===== src/rtl/mult8_seq.sv =====
// Sequential 8x8 unsigned shift-add multiplier driving an external 8-bit adder.
// Optional MULT8_ZERO_SKIP_EN: zero operands complete in one cycle without iterating.
module mult8_seq (
   input  logic        clk,
   input  logic        rst,
   input  logic        start,
   input  logic [7:0]  a,
   input  logic [7:0]  b,
   output logic        busy,
   output logic        done,
   output logic [15:0] product,
   output logic [7:0]  add_a,
   output logic [7:0]  add_b,
   output logic        add_cin,
   input  logic [7:0]  add_sum,
   input  logic        add_cout
);

   typedef enum logic [1:0] {
      IDLE = 2'b00,
      RUN  = 2'b01,
      DONE = 2'b10
   } state_t;

   state_t      state_r, state_s;
   logic [7:0]  m_r, m_s;
   logic [7:0]  q_r, q_s;
   logic [7:0]  acc_r, acc_s;
   logic [3:0]  cnt_r, cnt_s;
   logic [15:0] product_r, product_s;
   logic [8:0]  partial_s;
   logic        zero_op_s;

   // Zero-operand shortcut detection
   always_comb begin
`ifdef MULT8_ZERO_SKIP_EN
      zero_op_s = (a == 8'h00) || (b == 8'h00);
`else
      zero_op_s = 1'b0;
`endif
   end

   // Partial sum {C,S}: adder result when the multiplier LSB is set, else ACC unchanged
   always_comb begin
      if (q_r[0]) begin
         partial_s = {add_cout, add_sum};
      end else begin
         partial_s = {1'b0, acc_r};
      end
   end

   // Next-state and next-datapath logic
   always_comb begin
      state_s   = state_r;
      m_s       = m_r;
      q_s       = q_r;
      acc_s     = acc_r;
      cnt_s     = cnt_r;
      product_s = product_r;
      case (state_r)
         IDLE: begin
            if (start) begin
               m_s   = a;
               q_s   = b;
               acc_s = 8'h00;
               cnt_s = 4'd0;
               if (zero_op_s) begin
                  state_s   = DONE;
                  product_s = 16'h0000;
               end else begin
                  state_s = RUN;
               end
            end else begin
               state_s = IDLE;
            end
         end
         RUN: begin
            // {ACC,Q} <= {C, S, Q[7:1]}
            acc_s = partial_s[8:1];
            q_s   = {partial_s[0], q_r[7:1]};
            cnt_s = cnt_r + 4'd1;
            if (cnt_r == 4'd7) begin
               state_s   = DONE;
               product_s = {partial_s, q_r[7:1]};
            end else begin
               state_s = RUN;
            end
         end
         DONE: begin
            state_s = IDLE;
         end
         default: begin
            state_s = IDLE;
         end
      endcase
   end

   // State and datapath registers
   always_ff @(posedge clk or posedge rst) begin
      if (rst) begin
         state_r   <= IDLE;
         m_r       <= 8'h00;
         q_r       <= 8'h00;
         acc_r     <= 8'h00;
         cnt_r     <= 4'd0;
         product_r <= 16'h0000;
      end else begin
         state_r   <= state_s;
         m_r       <= m_s;
         q_r       <= q_s;
         acc_r     <= acc_s;
         cnt_r     <= cnt_s;
         product_r <= product_s;
      end
   end

   assign busy    = (state_r == RUN);
   assign done    = (state_r == DONE);
   assign product = product_r;
   assign add_a   = acc_r;
   assign add_b   = m_r;
   assign add_cin = 1'b0;

endmodule


===== config.mk =====
export PLATFORM = sky130hd
export DESIGN_NAME = mult8_seq
export DESIGN_NICKNAME = d
export VERILOG_FILES = /design/src/rtl/mult8_seq.sv
export SDC_FILE = /design/constraint.sdc
export NUM_CORES = 1
export LEC_CHECK = 0
export CORE_AREA = 4 4 71 73
export CTS_BUF_LIST = sky130_fd_sc_hd__clkbuf_8 sky130_fd_sc_hd__clkbuf_16
export CTS_CLUSTER_DIAMETER = 60
export DETAILED_ROUTE_END_ITERATION = 12
export DIE_AREA = 0 0 75 77
export PLACE_DENSITY_LB_ADDON = 0.08
export REMOVE_ABC_BUFFERS = 1
export SLEW_MARGIN = 20
export SYNTH_ARGS = -nofsm -noshare
export SYNTH_HDL_FRONTEND = slang
export SYNTH_SLANG_ARGS = --single-unit

===== constraint.sdc =====
create_clock -name clk -period 2.2 [get_ports clk]
set_clock_uncertainty 0.05 [all_clocks]
set_input_delay 0.22 -clock clk [delete_from_list [all_inputs] [get_ports clk]]
set_output_delay 0.22 -clock clk [all_outputs]
set_load 0.05 [all_outputs]

# After elaboration in Yosys (flattened, before gate mapping)

Cells that the tools add are included.
W data, S select, Z words.

Bits in registers: 46
Input port bits: 28
Output and inout port bits: 35
Word-level logic and storage cells: 26

Add/sub/neg operators: 1
Equal/unequal tests: 4
Muxes and demuxes: 10
Reduce and logical (&&, ||, !) cells: 5

Operators with widths:

| cell                  | count |
|---|---|
| $pmux W8 S2           | 2 |
| $mux W8               | 2 |
| $mux W9               | 1 |
| $pmux W4 S2           | 1 |
| $reduce_and A2 Y1     | 3 |
| $add A4 B1 Y4 const B | 1 |
| $eq A4 B3 Y1 const B  | 1 |
| $mux W4               | 1 |
| $pmux W2 S2           | 1 |
| $eq A2 B1 Y1 const B  | 1 |
| $eq A2 B2 Y1 const B  | 1 |
| $logic_not A2 Y1      | 1 |
| $mux W2               | 1 |
| $ne A2 B2 Y1 const B  | 1 |
| $reduce_bool A2 Y1    | 1 |
| $mux W1               | 1 |

# Depth between registers and ports, before layout

Gate-level depths: netlist of run 1.

Depth in word-level cells: 3
Depth in mapped cells: 5
Depth with buffers taken out: 4

# Least setup slack after synthesis of run 1

Ideal clock, no wire load.

Path kind: register to output
Start: register state_r[1]
End: output done
Arrival time: 1.335 ns
Required time: 1.930 ns
Setup slack: 0.595 ns
Stages on the path, launching flop included: 3
Path buffers: 1
Path through: dfrtp_1 > clkbuf_1 > nor2b_1

Word-level cells in the longest chain between the ends: 1

RTL lines:

| item                   | line | source |
|---|---|---|
| start, declared        | 25   | `state_t state_r, state_s;` |
| start signal, assigned | 108  | `state_r <= state_s;` |
| $eq A2 B2 Y1           | 118  | `assign done = (state_r == DONE);` |
| end, declared          | 10   | `output logic done,` |

No other way between the ends.

# Worst setup path after layout of run 1

Start: register state_r[1]
End: output busy

Word-level cells in the longest chain between the ends: 1

RTL lines:

| item          | line | source |
|---|---|---|
| $eq A2 B1 Y1  | 117  | `assign busy = (state_r == RUN);` |
| end, declared | 9    | `output logic busy,` |

No other way between the ends.

==> impl_metrics.csv, run 1 <==
group,metric,value,unit
floorplanning,rows,24,
sta,period_minus_ws_final,1782,ps
global_route,number_of_global_route_vias_before_repair,1445,
clock_tree,post-cts-setup-buffer-count,0,
worst_setup_path,critical_path.n_buffers_inverters,2,
final_layout,final_core_utilization,63.65,%
final_layout,final_net_count,241,
worst_setup_path,critical_path.endpoint_type,"output pin",
synth,ys.flop_type,"dfrtp_1",
synth,yosysMostFrequentCell,"dfrtp_1",
clock_tree,postCtsResizedCells,0,
synth,number_of_enable_type_register_cells_in_the_synthesized_netlist,0,
worst_setup_path,critPathMaxFanout,14,
worst_setup_path,critical_path_class,"reg2out",
floorplanning,die_h,77,microns
placed_design,dp_cells,257,
synth,synth.largest_area_cell,"dfrtp_1",
sta,final_hold_slack,233.6,ps
clock_tree,cts-buffers-inserted,5,
synth,post_synth_num_cell_types,27,
worst_setup_path,cpPeakStageDelay,400,ps
sta,period_share,81.02,%
clock_tree,clock_sinks,46,
floorplanning,floorplan_core_area,4354,sq um
power,total_power,4.687,mW
sta,total_negative_setup_slack,0,ps
clock_tree,clk-insertion-delay-late,290,ps
synth,post_synth_main_area_contributors,"dfrtp_1, mux2_2, mux2_4",
power,power.ir.vdd_worst,0.9875,mV
global_route,grt_max_degree,47,
flow_run,drv_cap,0,
routing,remaining_drc_errors,0,
clock_tree,postCtsHoldBufs,0,
global_route,number_of_antenna_violations_at_the_first_check_in_global_routing,0,
routing,drt-total-wl,4.433,mm
placed_design,dp_hpwl,3.233,mm
final_layout,finish.instance_area,2771,sq um
floorplanning,initial_core_util,45.34,%
floorplanning,dieArea,5775,sq um
worst_setup_path,worst-path-stages,3,
synth,synth.yosys.seq_area_share,58.30,%
worst_setup_path,timing.critical_path.slowest_stage_cell,"inv_1",
worst_setup_path,cp-start-kind,"flop",
worst_setup_path,r2r-start,"cnt_r[0]",
placed_design,place_congestion,0.7283,
hold_path,hold_path.class,"in2async",
clock_tree,tritoncts,"done",
worst_setup_path,timing.critical_path.arrival,1510,ps
final_layout,drive_above_1_share,24.88,%
global_route,grt_usage,16.09,%
routing,route.vias.total,1410,
synth,yosys_register_bits,46,
clock_tree,cts_buffer_depth,2,
floorplanning,number_of_ports_placed_on_the_die_boundary,63,
worst_setup_path,worst_r2r_path_depth,5,
placed_design,placement.setup.worst_slack,433.3,ps
sta,finalMaxSlewViolations,0,
routing,dr.pass1.iters,4,
synth,synthesis.yosys.warnings,0,
worst_setup_path,crit_required,1930,ps
synth,post_synth_inst_count,144,
sta,achievable-frequency,0.5610,GHz
worst_setup_path,worstSetupStartpoint,"state_r[1]",
final_layout,n_antenna_cell,0,
floorplanning,floorplan.die.width,75,microns
worst_setup_path,setup_slack_of_the_worst_register_to_register_path,500,ps
routing,detail_route.vias_per_cell,5.321,
sta,tightest_slew,513.2,ps
routing,final_antenna_net_count,0,
sta,final_hold_viol_count,0,
outcome,outcome,"finished, final reports clean",
worst_setup_path,crit_path_cell_trace,"nand2b_2 > inv_1 > buf_12",
synth,synth.cells.most_frequent,"dfrtp_1, mux2_2, o21ai_0",
routing,detail_route.wl_per_cell,16.73,microns
synth,synthesis.area_per_instance,13.71,sq um
power,power.density,1691,nW/um^2
synth,synth_top_area_share,58.30,%
sta,maxSlewHeadroom,65.68,%
global_route,grt_pass1_wl,7.134,mm
synth,postSynth.asyncResetShare,100.0,%
sta,setup_repair_after_global_routing_missed_its_margin,"false",
clock_tree,cts_root_buffer,"clkbuf_8",
placed_design,cell_area_reported_after_detailed_placement,2680,sq um
worst_setup_path,timing.critical_path.max_delay_family,"buffers and inverters",
synth,syn_area,1974,sq um
sta,setup_viol,0,
worst_setup_path,cp-endpoint,"busy",
routing,drt_iter0_drc,81,
final_layout,stdcell_count,265,
power,leakage,1.198,nW
global_route,globalRoute.totalOverflow,0,
placed_design,portBuffers,61,
sta,timing.final.ws_setup,417.5,ps
clock_tree,cts_htree_levels,2,
clock_tree,worst_setup_hold_path_clk_slew,80,ps
worst_setup_path,timing.rr.end,"product[15]",
final_layout,areaGrowthSynthToFinish,40.37,%
==> per-layer routing <==
layer,GRT usage (%),vias up,wire length (microns)
li1,-,652,-
met1,21.82,694,1904
met2,24.39,55,2120
met3,4.575,9,326
met4,5.516,0,81
met5,0,-,0
==> logic make-up after synthesis <==
logic type,share of synthesized area (%)
compound gates,10.46
fa+ha+maj,0.6336
buf+inv,3.105
flops,58.30
mux,20.47
other cells,0.1899
simple gates,6.845
==> power by group <==
part | switching (mW) | leakage (nW) | internal (mW) | total, mW
clock | 0.271 | 0.0524 | 0.249 | 0.520
sequential | 0.292 | 0.569 | 1.24 | 1.53
combinational | 1.55 | 0.577 | 1.08 | 2.63
==> how the worst min path moves through the flow <==
stage	startpoint	to	slack, ps	cells after the start
final	rst	q_r[6]	230	3
after global routing	rst	cnt_r[1]	250	3
after CTS	rst	state_r[1]	240	3
after detailed placement	product[2]	product[2]	440	1
after global placement	add_b[6]	add_b[6]	440	1
after floorplan	a[0]	add_b[0]	320	1
==> final cells by class <==
cell class	count	area, sq um
Fill cell	330	1583
Multi-Input combinational cell	87	762.0
Clock inverter	2	8.758
Sequential cell	46	1151
Inverter	3	11.26
Clock buffer	6	82.58
Timing Repair Buffer	69	690.7
Tap cell	52	65.06
==> worst register-to-register path: stages (launching register included) <==
cell and delay, ps:
dfrtp_1 390, ha_1 200, nand2_1 110, nor3_4 270, buf_4 230, mux2_2 340
==> cells in the final DEF (no fill, tap or decap), types with 2 or more instances in the layout <==
cell,count
clkdlybuf4s50_1,59
dfrtp_1,46
mux2_2,23
o21ai_0,11
nand2_1,9
mux2_4,9
a22o_1,9
buf_4,8
a22oi_1,6
clkbuf_8,6
inv_1,3
nand2b_1,3
nor3b_1,2
nor2b_1,2
a21oi_1,2
buf_12,2
==> sequential cells by signal (all words and copies together) (netlist names) <==
name,count
add_a,8
cnt_r,4
product,16
state_r,2
q_r,8
add_b,8
Power figures use the tool's default switching activity.
==> inputs of run 2 (changes only) <==
CORE_AREA = 4 4 75 77   (was 4 4 71 73)
DIE_AREA = 0 0 79 81   (was 0 0 75 77)
clock period = 1.55 ns   (was 2.2 ns; I/O delays follow)
==> run 2 against run 1 <==
- count of clock-buffer cells in the layout is 1 lower
- final cell count is 10% higher
- worst setup slack worse by 410 ps
- sequential power is 43% higher
- combinational power is 46% higher
- die area is 11% higher
- core utilization is 6.9 points lower
- power is 43% higher
- critical path depth is 2 higher
==> impl_metrics.csv, run 2 (synthesized netlist as in run 1, its figures left out) <==
group,metric,value,unit
global_route,globalRoute.totalOverflow,0,
final_layout,largest_register_ffs,16,
floorplanning,rows,26,
clock_tree,cts_htree_levels,2,
routing,final_antenna_net_count,0,
sta,achievable-frequency,0.6503,GHz
worst_setup_path,crit_required,1680,ps
clock_tree,cts-buffers-inserted,5,
worst_setup_path,worst_r2r_path_depth,5,
floorplanning,number_of_ports_placed_on_the_die_boundary,63,
sta,total_negative_setup_slack,0,ps
worst_setup_path,cpPeakStageDelay,380,ps
floorplanning,floorplan_core_area,5010,sq um
sta,setup_viol,0,
worst_setup_path,timing.critical_path.max_delay_family,"flip-flops",
final_layout,layout_common_cells,"dfrtp_1, buf_4, clkdlybuf4s50_1, mux2_2, o21ai_0",
sta,final_hold_viol_count,0,
placed_design,dp_hpwl,3.211,mm
sta,timing.final.ws_setup,12.20,ps
clock_tree,postCtsHoldBufs,0,
clock_tree,worst_setup_hold_path_clk_slew,80,ps
sta,finalMaxSlewViolations,0,
global_route,grt_max_degree,47,
final_layout,n_antenna_cell,0,
final_layout,areaGrowthSynthToFinish,44.11,%
sta,period_share,99.21,%
floorplanning,floorplan.die.width,79,microns
clock_tree,tritoncts,"done",
worst_setup_path,critPathMaxFanout,10,
placed_design,placement.setup.worst_slack,-87.43,ps
placed_design,portBuffers,61,
routing,dr.pass1.iters,4,
floorplanning,die_h,81,microns
placed_design,cell_area_reported_after_detailed_placement,2693,sq um
power,power.ir.vdd_worst,1.100,mV
floorplanning,dieArea,6399,sq um
routing,drt-total-wl,4.421,mm
flow_run,drv_cap,0,
final_layout,final_core_utilization,56.79,%
worst_setup_path,critical_path.n_buffers_inverters,1,
worst_setup_path,critical_path_class,"reg2reg",
sta,setup_repair_after_global_routing_missed_its_margin,"true",
placed_design,place_congestion,0.7234,
power,total_power,6.704,mW
clock_tree,clock_sinks,46,
worst_setup_path,timing.rr.end,"product[12]",
sta,period_minus_ws_final,1538,ps
worst_setup_path,setup_slack_of_the_worst_register_to_register_path,10,ps
outcome,outcome,"finished, final reports clean",
worst_setup_path,worstSetupStartpoint,"cnt_r[1]",
final_layout,final_net_count,251,
routing,remaining_drc_errors,0,
worst_setup_path,cp-start-kind,"flop",
routing,detail_route.vias_per_cell,4.877,
floorplanning,initial_core_util,39.41,%
worst_setup_path,r2r-start,"cnt_r[1]",
final_layout,drive_above_1_share,45.50,%
worst_setup_path,timing.critical_path.arrival,1670,ps
final_layout,finish.instance_area,2845,sq um
routing,drt_iter0_drc,53,
global_route,grt_pass1_wl,7.107,mm
worst_setup_path,critical_path.endpoint_type,"flop",
worst_setup_path,crit_path_cell_trace,"ha_2 > nand2_2 > nor3_4 > buf_6 > mux2_2",
global_route,number_of_antenna_violations_at_the_first_check_in_global_routing,0,
clock_tree,cts_root_buffer,"clkbuf_8",
global_route,grt_usage,14.43,%
clock_tree,clk-insertion-delay-late,290,ps
clock_tree,cts_buffer_depth,2,
power,power.density,2356,nW/um^2
routing,route.vias.total,1424,
hold_path,hold_path.class,"in2async",
worst_setup_path,timing.critical_path.slowest_stage_cell,"dfrtp_1",
global_route,number_of_global_route_vias_before_repair,1381,
power,leakage,1.292,nW
routing,detail_route.wl_per_cell,15.14,microns
run 2: timing repair:
item                                    4_1_cts  5_1_grt
gates cloned                                  0        0
resized for setup                             7        7
endpoints found under the setup margin        9       22
buffers inserted                              0        4
run 2: worst max-delay path by stage:
| stage | endpoint | cells past startpoint |
|---|---|---|
| 2_1_floorplan | product[10] | 3 |
| 3_3_place_gp | add_b[4] | 4 |
| 3_5_place_dp | q_r[4] | 5 |
| 4_1_cts | product[15] | 5 |
| 5_1_grt | product[12] | 5 |
| 6_report | product[12] | 5 |
run 2: through the flow:
stage          std cells  hold WS, ps
5_1_grt              292        183.9
3_3_place_gp         281        441.0
4_1_cts              288        168.5
6_report             292        169.4
3_5_place_dp         281        450.1
2_1_floorplan        136        256.7
run 2: metal layers:
layer	wire [microns]	track usage (%)
met1	1973	19.24
met2	2167	22.81
met3	233	4.435
met4	48	4.124
met5	0	0
run 2: layout make-up:
cell class	instances	area (sq um)
Clock buffer	5	68.82
Clock inverter	2	10.01
Fill cell	461	2165
Inverter	3	16.27
Multi-Input combinational cell	87	788.3
Sequential cell	46	1152
Tap cell	70	87.58
Timing Repair Buffer	79	721.9
run 2: tightest hold or removal path: stages:
cell             delay, ps
clkdlybuf4s50_1        420
inv_2                   80
buf_12                 240
run 2: power by group:
group | switching [mW] | internal (mW) | total (mW)
clock | 0.384 | 0.303 | 0.687
sequential | 0.425 | 1.76 | 2.19
combinational | 2.23 | 1.59 | 3.83
total | 3.04 | 3.66 | 6.70
